<file path="config.mk">
export PLATFORM = sky130hd
export DESIGN_NAME = pipe_ctrl_flat
export DESIGN_NICKNAME = d
export VERILOG_FILES = /design/src/rtl/pipe_ctrl_pkg.sv /design/src/rtl/pipe_ctrl_if.sv /design/src/rtl/pipe_ctrl_hazard_detect.sv /design/src/rtl/pipe_ctrl.sv /design/src/flat_wrapper.sv
export SDC_FILE = /design/constraint.sdc
export NUM_CORES = 1
export LEC_CHECK = 0
export ABC_AREA = 1
export ABC_CLOCK_PERIOD_IN_PS = 2800
export CELL_PAD_IN_SITES_DETAIL_PLACEMENT = 0
export CELL_PAD_IN_SITES_GLOBAL_PLACEMENT = 1
export CORE_AREA = 2 2 73 75
export CTS_BUF_LIST = sky130_fd_sc_hd__clkbuf_8
export DETAILED_ROUTE_END_ITERATION = 12
export DIE_AREA = 0 0 75 77
export PLACE_DENSITY = 0.86
export SYNTH_ARGS = -nofsm -noshare
export SYNTH_HDL_FRONTEND = slang
export SYNTH_SLANG_ARGS = --single-unit
</file>
<file path="constraint.sdc">
create_clock -name clk -period 2.8 [get_ports clk]
set_clock_uncertainty 0.2 [all_clocks]
set_input_delay 0.7 -clock clk [delete_from_list [all_inputs] [get_ports clk]]
set_output_delay 0.7 -clock clk [all_outputs]
set_load 0.01 [all_outputs]
</file>
<file path="src/rtl/pipe_ctrl_pkg.sv">
// ------------------------------------------------------------------
// pipe_ctrl_pkg : shared FSM encodings and defaults for pipe_ctrl.  rev 1.0
// ------------------------------------------------------------------
`default_nettype none

package pipe_ctrl_pkg;

  typedef enum logic [1:0] {
    ST_IDLE   = 2'd0,
    ST_DRAIN  = 2'd1,
    ST_VECTOR = 2'd2,
    ST_ISR    = 2'd3
  } state_t;

  localparam int CPU_WIDTH_DEF    = 16;
  localparam int DRAIN_CYCLES_DEF = 3;
  localparam int REG_IDX_W        = 3;

  // Width needed to hold the values 0 .. n-1.
  function automatic int cnt_width(input int n);
    return (n > 2) ? $clog2(n) : 1;
  endfunction

endpackage

`default_nettype wire

</file>
<file path="src/rtl/pipe_ctrl_if.sv">
// ------------------------------------------------------------------
// pipe_ctrl_if : pipeline-to-control hazard/interrupt signal bundle.  rev 1.0
// ------------------------------------------------------------------
`default_nettype none

interface pipe_ctrl_if
  import pipe_ctrl_pkg::*;
#(
  parameter int CPU_WIDTH = CPU_WIDTH_DEF
);
  logic [REG_IDX_W-1:0] ID_rs_idx;
  logic [REG_IDX_W-1:0] ID_rd_idx;
  logic                 ID_rs_use;
  logic                 ID_rd_use;
  logic [REG_IDX_W-1:0] EX_rd;
  logic                 EX_RegWe;
  logic                 EX_mem_ctrl;
  logic                 EX_branch;
  logic [CPU_WIDTH-1:0] EX_branch_target;
  logic [CPU_WIDTH-1:0] IF_pc;
  logic                 mem_req;
  logic                 mem_ready;
  logic                 irq;
  logic                 int_en;
  logic                 ID_iret;

  logic                 hold_pc;
  logic                 hold_ifid;
  logic                 hold_idex;
  logic                 flush_ifid;
  logic                 id_kill;
  logic                 int_pc_sel;
  logic                 irq_ack;
  logic [CPU_WIDTH-1:0] epc;
  logic                 int_busy;

  modport master (
    output ID_rs_idx, ID_rd_idx, ID_rs_use, ID_rd_use, EX_rd, EX_RegWe,
           EX_mem_ctrl, EX_branch, EX_branch_target, IF_pc, mem_req,
           mem_ready, irq, int_en, ID_iret,
    input  hold_pc, hold_ifid, hold_idex, flush_ifid, id_kill,
           int_pc_sel, irq_ack, epc, int_busy
  );

  modport slave (
    input  ID_rs_idx, ID_rd_idx, ID_rs_use, ID_rd_use, EX_rd, EX_RegWe,
           EX_mem_ctrl, EX_branch, EX_branch_target, IF_pc, mem_req,
           mem_ready, irq, int_en, ID_iret,
    output hold_pc, hold_ifid, hold_idex, flush_ifid, id_kill,
           int_pc_sel, irq_ack, epc, int_busy
  );

endinterface

`default_nettype wire

</file>
<file path="src/rtl/pipe_ctrl_hazard_detect.sv">
// ------------------------------------------------------------------
// pipe_ctrl_hazard_detect : combinational load-use and memory-wait detect.  rev 1.0
// ------------------------------------------------------------------
`default_nettype none

module pipe_ctrl_hazard_detect
  import pipe_ctrl_pkg::*;
(
  input  logic [REG_IDX_W-1:0] ID_rs_idx,
  input  logic [REG_IDX_W-1:0] ID_rd_idx,
  input  logic                 ID_rs_use,
  input  logic                 ID_rd_use,
  input  logic [REG_IDX_W-1:0] EX_rd,
  input  logic                 EX_RegWe,
  input  logic                 EX_mem_ctrl,
  input  logic                 mem_req,
  input  logic                 mem_ready,
  output logic                 load_use,
  output logic                 mem_wait
);

  logic rs_hit;
  logic rd_hit;

  assign rs_hit   = ID_rs_use && (ID_rs_idx == EX_rd);
  assign rd_hit   = ID_rd_use && (ID_rd_idx == EX_rd);
  assign load_use = EX_mem_ctrl && EX_RegWe && (rs_hit || rd_hit);
  assign mem_wait = mem_req && !mem_ready;

endmodule

`default_nettype wire

</file>
<file path="src/rtl/pipe_ctrl.sv">
// ------------------------------------------------------------------
// pipe_ctrl : hazard stall/flush control and interrupt entry sequencing.  rev 1.0
// ------------------------------------------------------------------
`default_nettype none

module pipe_ctrl
  import pipe_ctrl_pkg::*;
#(
  parameter int CPU_WIDTH    = CPU_WIDTH_DEF,
  parameter int DRAIN_CYCLES = DRAIN_CYCLES_DEF
) (
  input  logic        clk,
  input  logic        rst_n,
  pipe_ctrl_if.slave  bus
);

  localparam int               CNT_W    = cnt_width(DRAIN_CYCLES);
  localparam logic [CNT_W-1:0] CNT_INIT = CNT_W'(DRAIN_CYCLES - 1);

  state_t               state_q, state_d;
  logic [CNT_W-1:0]     cnt_q, cnt_d;
  logic [CPU_WIDTH-1:0] epc_q, epc_d;

  logic load_use;
  logic mem_wait;
  logic adv;
  logic fsm_hold;
  logic fsm_vec;

  logic hold_pc_c, hold_ifid_c, hold_idex_c, flush_ifid_c, id_kill_c;
  logic int_pc_sel_c, irq_ack_c;

  pipe_ctrl_hazard_detect u_hazard (
    .ID_rs_idx   (bus.ID_rs_idx),
    .ID_rd_idx   (bus.ID_rd_idx),
    .ID_rs_use   (bus.ID_rs_use),
    .ID_rd_use   (bus.ID_rd_use),
    .EX_rd       (bus.EX_rd),
    .EX_RegWe    (bus.EX_RegWe),
    .EX_mem_ctrl (bus.EX_mem_ctrl),
    .mem_req     (bus.mem_req),
    .mem_ready   (bus.mem_ready),
    .load_use    (load_use),
    .mem_wait    (mem_wait)
  );

  // FSM steps that depend on the ID instruction moving forward (entry,
  // VECTOR completion, iret) wait until no hazard holds or kills it.
  assign adv = !mem_wait && !bus.EX_branch && !load_use;

  always_comb begin
    state_d  = state_q;
    cnt_d    = cnt_q;
    epc_d    = epc_q;
    fsm_hold = 1'b0;
    fsm_vec  = 1'b0;
    case (state_q)
      ST_IDLE: begin
        if (bus.irq && bus.int_en && adv) begin
          state_d = ST_DRAIN;
          epc_d   = bus.IF_pc;
          cnt_d   = CNT_INIT;
        end
      end
      ST_DRAIN: begin
        fsm_hold = 1'b1;
        if (!mem_wait) begin
          if (bus.EX_branch) begin
            epc_d = bus.EX_branch_target;
          end
          if (cnt_q == '0) begin
            state_d = ST_VECTOR;
          end else begin
            cnt_d = cnt_q - CNT_W'(1);
          end
        end
      end
      ST_VECTOR: begin
        fsm_vec = 1'b1;
        if (adv) begin
          state_d = ST_ISR;
        end
      end
      ST_ISR: begin
        if (bus.ID_iret && adv) begin
          state_d = ST_IDLE;
        end
      end
      default: state_d = ST_IDLE;
    endcase
  end

  always_comb begin
    hold_pc_c    = 1'b0;
    hold_ifid_c  = 1'b0;
    hold_idex_c  = 1'b0;
    flush_ifid_c = 1'b0;
    id_kill_c    = 1'b0;
    int_pc_sel_c = 1'b0;
    irq_ack_c    = 1'b0;
    if (mem_wait) begin
      hold_pc_c   = 1'b1;
      hold_ifid_c = 1'b1;
      hold_idex_c = 1'b1;
    end else if (bus.EX_branch) begin
      flush_ifid_c = 1'b1;
      id_kill_c    = 1'b1;
    end else if (load_use) begin
      hold_pc_c   = 1'b1;
      hold_ifid_c = 1'b1;
      id_kill_c   = 1'b1;
    end else begin
      hold_pc_c    = fsm_hold;
      hold_ifid_c  = fsm_hold;
      id_kill_c    = fsm_hold;
      flush_ifid_c = fsm_vec;
      int_pc_sel_c = fsm_vec;
      irq_ack_c    = fsm_vec;
    end
  end

  always_ff @(posedge clk or negedge rst_n) begin
    if (!rst_n) begin
      state_q <= ST_IDLE;
      cnt_q   <= '0;
      epc_q   <= '0;
    end else begin
      state_q <= state_d;
      cnt_q   <= cnt_d;
      epc_q   <= epc_d;
    end
  end

  // Outputs are forced low while reset is asserted, whatever the inputs do.
  assign bus.hold_pc    = rst_n && hold_pc_c;
  assign bus.hold_ifid  = rst_n && hold_ifid_c;
  assign bus.hold_idex  = rst_n && hold_idex_c;
  assign bus.flush_ifid = rst_n && flush_ifid_c;
  assign bus.id_kill    = rst_n && id_kill_c;
  assign bus.int_pc_sel = rst_n && int_pc_sel_c;
  assign bus.irq_ack    = rst_n && irq_ack_c;
  assign bus.int_busy   = rst_n && (state_q != ST_IDLE);
  assign bus.epc        = epc_q;

endmodule

`default_nettype wire

</file>
<file path="src/flat_wrapper.sv">
// flat-port wrapper written by rule: the top's interface ports become plain ports
module pipe_ctrl_flat import pipe_ctrl_pkg::*;
#(
  parameter int CPU_WIDTH    = CPU_WIDTH_DEF,
  parameter int DRAIN_CYCLES = DRAIN_CYCLES_DEF
)
  (clk, rst_n, bus_ID_rs_idx, bus_ID_rd_idx, bus_ID_rs_use, bus_ID_rd_use, bus_EX_rd, bus_EX_RegWe, bus_EX_mem_ctrl, bus_EX_branch, bus_EX_branch_target, bus_IF_pc, bus_mem_req, bus_mem_ready, bus_irq, bus_int_en, bus_ID_iret, bus_hold_pc, bus_hold_ifid, bus_hold_idex, bus_flush_ifid, bus_id_kill, bus_int_pc_sel, bus_irq_ack, bus_epc, bus_int_busy);
  pipe_ctrl_if #(.CPU_WIDTH(CPU_WIDTH)) bus_i ();
  input  logic clk;
  input  logic rst_n;
  input wire logic [$bits(bus_i.ID_rs_idx)-1:0] bus_ID_rs_idx;
  input wire logic [$bits(bus_i.ID_rd_idx)-1:0] bus_ID_rd_idx;
  input wire logic [$bits(bus_i.ID_rs_use)-1:0] bus_ID_rs_use;
  input wire logic [$bits(bus_i.ID_rd_use)-1:0] bus_ID_rd_use;
  input wire logic [$bits(bus_i.EX_rd)-1:0] bus_EX_rd;
  input wire logic [$bits(bus_i.EX_RegWe)-1:0] bus_EX_RegWe;
  input wire logic [$bits(bus_i.EX_mem_ctrl)-1:0] bus_EX_mem_ctrl;
  input wire logic [$bits(bus_i.EX_branch)-1:0] bus_EX_branch;
  input wire logic [$bits(bus_i.EX_branch_target)-1:0] bus_EX_branch_target;
  input wire logic [$bits(bus_i.IF_pc)-1:0] bus_IF_pc;
  input wire logic [$bits(bus_i.mem_req)-1:0] bus_mem_req;
  input wire logic [$bits(bus_i.mem_ready)-1:0] bus_mem_ready;
  input wire logic [$bits(bus_i.irq)-1:0] bus_irq;
  input wire logic [$bits(bus_i.int_en)-1:0] bus_int_en;
  input wire logic [$bits(bus_i.ID_iret)-1:0] bus_ID_iret;
  output wire logic [$bits(bus_i.hold_pc)-1:0] bus_hold_pc;
  output wire logic [$bits(bus_i.hold_ifid)-1:0] bus_hold_ifid;
  output wire logic [$bits(bus_i.hold_idex)-1:0] bus_hold_idex;
  output wire logic [$bits(bus_i.flush_ifid)-1:0] bus_flush_ifid;
  output wire logic [$bits(bus_i.id_kill)-1:0] bus_id_kill;
  output wire logic [$bits(bus_i.int_pc_sel)-1:0] bus_int_pc_sel;
  output wire logic [$bits(bus_i.irq_ack)-1:0] bus_irq_ack;
  output wire logic [$bits(bus_i.epc)-1:0] bus_epc;
  output wire logic [$bits(bus_i.int_busy)-1:0] bus_int_busy;
  assign bus_i.ID_rs_idx = bus_ID_rs_idx;
  assign bus_i.ID_rd_idx = bus_ID_rd_idx;
  assign bus_i.ID_rs_use = bus_ID_rs_use;
  assign bus_i.ID_rd_use = bus_ID_rd_use;
  assign bus_i.EX_rd = bus_EX_rd;
  assign bus_i.EX_RegWe = bus_EX_RegWe;
  assign bus_i.EX_mem_ctrl = bus_EX_mem_ctrl;
  assign bus_i.EX_branch = bus_EX_branch;
  assign bus_i.EX_branch_target = bus_EX_branch_target;
  assign bus_i.IF_pc = bus_IF_pc;
  assign bus_i.mem_req = bus_mem_req;
  assign bus_i.mem_ready = bus_mem_ready;
  assign bus_i.irq = bus_irq;
  assign bus_i.int_en = bus_int_en;
  assign bus_i.ID_iret = bus_ID_iret;
  assign bus_hold_pc = bus_i.hold_pc;
  assign bus_hold_ifid = bus_i.hold_ifid;
  assign bus_hold_idex = bus_i.hold_idex;
  assign bus_flush_ifid = bus_i.flush_ifid;
  assign bus_id_kill = bus_i.id_kill;
  assign bus_int_pc_sel = bus_i.int_pc_sel;
  assign bus_irq_ack = bus_i.irq_ack;
  assign bus_epc = bus_i.epc;
  assign bus_int_busy = bus_i.int_busy;
  pipe_ctrl #(.CPU_WIDTH(CPU_WIDTH), .DRAIN_CYCLES(DRAIN_CYCLES)) u_core (.clk(clk), .rst_n(rst_n), .bus(bus_i));
endmodule
</file>
==> summary by stage <==
Outcome
The run finished with clean final reports.

Finish
The final layout contains 317 nets. In the final layout, the share of cells above drive strength 1 is 0.288. Once layout is done, the placed cells without fillers occupy 2390 µm². From synthesis to final layout, the design area changed by 59.8%. For this run, the share of the core covered by cells in the final layout is 0.480.

Once layout is complete, the cells apart from fillers number approximately 330. 0 antenna diodes ended up in the layout. In the layout the commonest cells are sky130_fd_sc_hd__clkdlybuf4s50_1, sky130_fd_sc_hd__nand2_1, sky130_fd_sc_hd__dfrtp_1. The most common cell after layout, fill and taps aside is sky130_fd_sc_hd__clkdlybuf4s50_1.

Placed design
After legalization and detailed placement, the total HPWL measured 2780 µm. The congestion estimate from routability-driven global placement came to 0.714. In this run the tool buffered the top-level ports with 76 buffer cells. In this run, placement finished with an instance count of approximately 330.

The worst slack at placement is -0.687 ns. The placed instances occupy a cell area of 2380 µm².

Run
Across the run, the number of max-cap violations was 0.

Clock tree
Clock-pin slew was measured on the worst setup and hold paths at 0.07 ns. The root buffer cell chosen for the clock tree is sky130_fd_sc_hd__clkbuf_8. The H-tree level count is 1. The maximum clock insertion buffer count is 2. The CTS tree is built.

Clock latency on the worst-skew pair, taken at its later pin, is 0.25 ns. The number of setup buffers added after CTS is 0. In this run, CTS created clock tree buffers numbering 3.

The clock drives 20 sinks.

Floorplanning
The floorplan row count is 26. The floorplan die area is between 5000 and 6000 µm². The number of top-level design ports is slightly below 80. After floorplanning, the core was sized to cover around 5000 µm². The die width is approximately 75 µm.

The chip height is 77 µm. For this configuration, the core starts out at a cell density of 0.301.

Global route
For met3 alone, demand over resource in global routing was 0.0329. The total routing usage reported by global routing is 0.124. The number of antenna violations at the first check in global routing came to 0. In this run the most used layer during global routing was met2.

Entering global routing, the biggest net connects 22 pins. The fraction of met2 tracks used by global routing is 0.229. The number of global-route vias before repair came to around 1.4k.

The global-route wire length before repair is 5840 µm. Global routing finished with a remaining overflow of 0. The met1 track utilization from global routing is 0.148.

Timing
Setup repair after global routing left no endpoint under its margin. The final count of pins violating max slew is 0. The shortest clock period the worst path allows after layout is between 2 and 3 ns. Derived from the worst setup path, the maximum achievable clock frequency is 373 MHz. At the pin with the least slew margin, the transition time is ~0.34 ns. After routing, the total negative slack on setup checks comes to 0 ns. The number of setup violations in the final report is 0. The post-route worst setup slack is ~0.12 ns.

The tightest hold path in the finished design has a slack of between 0.2 and 0.3 ns. Of the available clock period, the critical path in the final layout requires 0.958. Measured against its own limit, the worst slew margin works out to 0.776. The total count of hold-check failures in the final report came to 0.

Route
Dividing the detail-routed via count by the number of cells gives ~4.2. In this run, the number of DRC markers left after iteration 0 of detailed routing was 30. The number of remaining DRC errors is 0. The length of the first detailed-routing pass in iterations is 4. The final layout contains routed wiring with a total length of 3380 µm. The post-detailed-route count of antenna-violating nets is 0. In the final routed layout, each cell accounts on average for between 10 and 15 µm. The routed via count is ~1.4k.

Synthesis
The share of the Yosys chip area taken by registers is 0.334. The proportion of netlist area held by the largest area contributor is 0.334. The mapped netlist covers ~1500 µm².

Synthesis produced a netlist whose cell count is roughly 170. For this run, the number of Yosys warnings is 0. By area the synthesized netlist is led by sky130_fd_sc_hd__dfrtp_1, sky130_fd_sc_hd__mux2i_1, sky130_fd_sc_hd__nand2_1, sky130_fd_sc_hd__o21ai_2, sky130_fd_sc_hd__inv_1. In this run, synthesis produced a sequential element count of 20. The largest total area in the synthesized netlist belongs to sky130_fd_sc_hd__dfrtp_1. The post-synthesis net count is 230.

The count of distinct cell types in the synthesized netlist is 25. Averaged over all synthesized cells, the footprint is 8.70 µm².

Pwr
The largest vdd supply drop is about 0.41 mV. The leakage component of the power is approximately 1.2 nW. The power density normalized to cell area is 904 nW/µm². The overall power after layout is 2.16 mW.

Worst setup path
The maximum fanout along the worst path is 3. The category of the worst setup path launch point is an input pin. The count of buffering cells on the critical path with inverters included is 3. STA classifies the critical path endpoint as a primary output. The arrival time of data at the critical path endpoint is ~1.8 ns.

The required arrival time at the worst endpoint is approximately 1.9 ns. The most repeated library cell on the critical path is sky130_fd_sc_hd__nand2_1. The largest stage delay on the critical path is between 0.4 and 0.5 ns. The critical path's top delay family is buffers and inverters. The critical path class is input pin to primary output. The slowest stage of the critical path is the sky130_fd_sc_hd__clkdlybuf4s50_1 cell. Traced cell by cell, the critical path runs through clkdlybuf4s50_1 -> nand2_1 -> inv_1 -> nand2_4 -> nand2_2 -> nand2_1 -> a21oi_2 -> buf_2.

Worst hold path
In this run the worst hold path is classified as flop to flop.
synth_stat cells:
cell,number
sky130_fd_sc_hd__a211oi_1,1
sky130_fd_sc_hd__a21oi_1,3
sky130_fd_sc_hd__a21oi_2,1
sky130_fd_sc_hd__buf_12,2
sky130_fd_sc_hd__buf_2,1
sky130_fd_sc_hd__buf_4,3
sky130_fd_sc_hd__buf_6,1
sky130_fd_sc_hd__dfrtp_1,20
sky130_fd_sc_hd__ha_1,5
sky130_fd_sc_hd__inv_1,21
sky130_fd_sc_hd__inv_2,1
sky130_fd_sc_hd__mux2i_1,16
sky130_fd_sc_hd__nand2_1,39
sky130_fd_sc_hd__nand2_2,11
sky130_fd_sc_hd__nand2_4,6
sky130_fd_sc_hd__nand3_1,5
sky130_fd_sc_hd__nand3_4,1
sky130_fd_sc_hd__nand3b_4,1
sky130_fd_sc_hd__nor2_1,11
sky130_fd_sc_hd__nor2_4,2
sky130_fd_sc_hd__nor4_1,1
sky130_fd_sc_hd__o211ai_1,1
sky130_fd_sc_hd__o21ai_0,1
sky130_fd_sc_hd__o21ai_2,16
sky130_fd_sc_hd__or2_2,2
worst min-delay path, stage by stage (launching register included):
cell	delay, ns
sky130_fd_sc_hd__dfrtp_1	0.34
sky130_fd_sc_hd__nand2_1	0.06
sky130_fd_sc_hd__nand2_1	0.06
cell type report:
type	instances	area (µm²)
Fill cell	493	2590
Timing Repair Buffer	89	811
Clock buffer	3	41.3
Sequential cell	20	500
Inverter	22	82.6
Tap cell	70	87.6
Multi-Input combinational cell	123	868
logic make-up after synthesis:
logic type               Yosys count  synth area share
buffers and inverters             29             0.108
flip-flops                        20             0.334
multiplexers                      16             0.107
AO/OA/AOI/OAI                     23             0.123
adder cells (fa/ha/maj)            5            0.0418
AND/OR/NAND/NOR                   79             0.286
worst paths after layout:
check                           slack (ns)                  to  cells after the start         startpoint
worst max-delay path                  0.12         bus_hold_pc                      8    bus_EX_mem_ctrl
worst min-delay path                  0.29     u_core.cnt_q[1]                      2    u_core.cnt_q[1]
worst max register to register        0.67  u_core.bus.epc[14]                      9  u_core.state_q[1]
worst min register to register        0.29     u_core.cnt_q[1]                      2    u_core.cnt_q[1]
max in group asynchronous             1.50   u_core.state_q[0]                      2              rst_n
min in group asynchronous             0.69   u_core.bus.epc[4]                      2              rst_n
power by group:
part	leakage, nW	internal (mW)	total [mW]	switching (mW)
Combinational	0.885	0.710	1.43	0.724
Sequential	0.247	0.440	0.545	0.106
Clock	0.0216	0.0955	0.182	0.0869
repair_timing:
| action | 4_1_cts | 5_1_grt |
|---|---|---|
| hold buffers | 0 | 0 |
| pin swaps | 11 | 8 |
| resized for setup | 44 | 13 |
| endpoints found under the setup margin | 8 | 8 |
metal layers:
layer	share of wire	routed length, µm
met4	0.0018	6
met2	0.53	1810
met5	0	0
met3	0.052	175
met1	0.41	1390
state kept, by name (all words and copies together), names as in the netlist:
name / cells
u_core.state_q: 2
u_core.cnt_q: 2
u_core.bus.epc: 16
(Power assumes the default switching activity.)
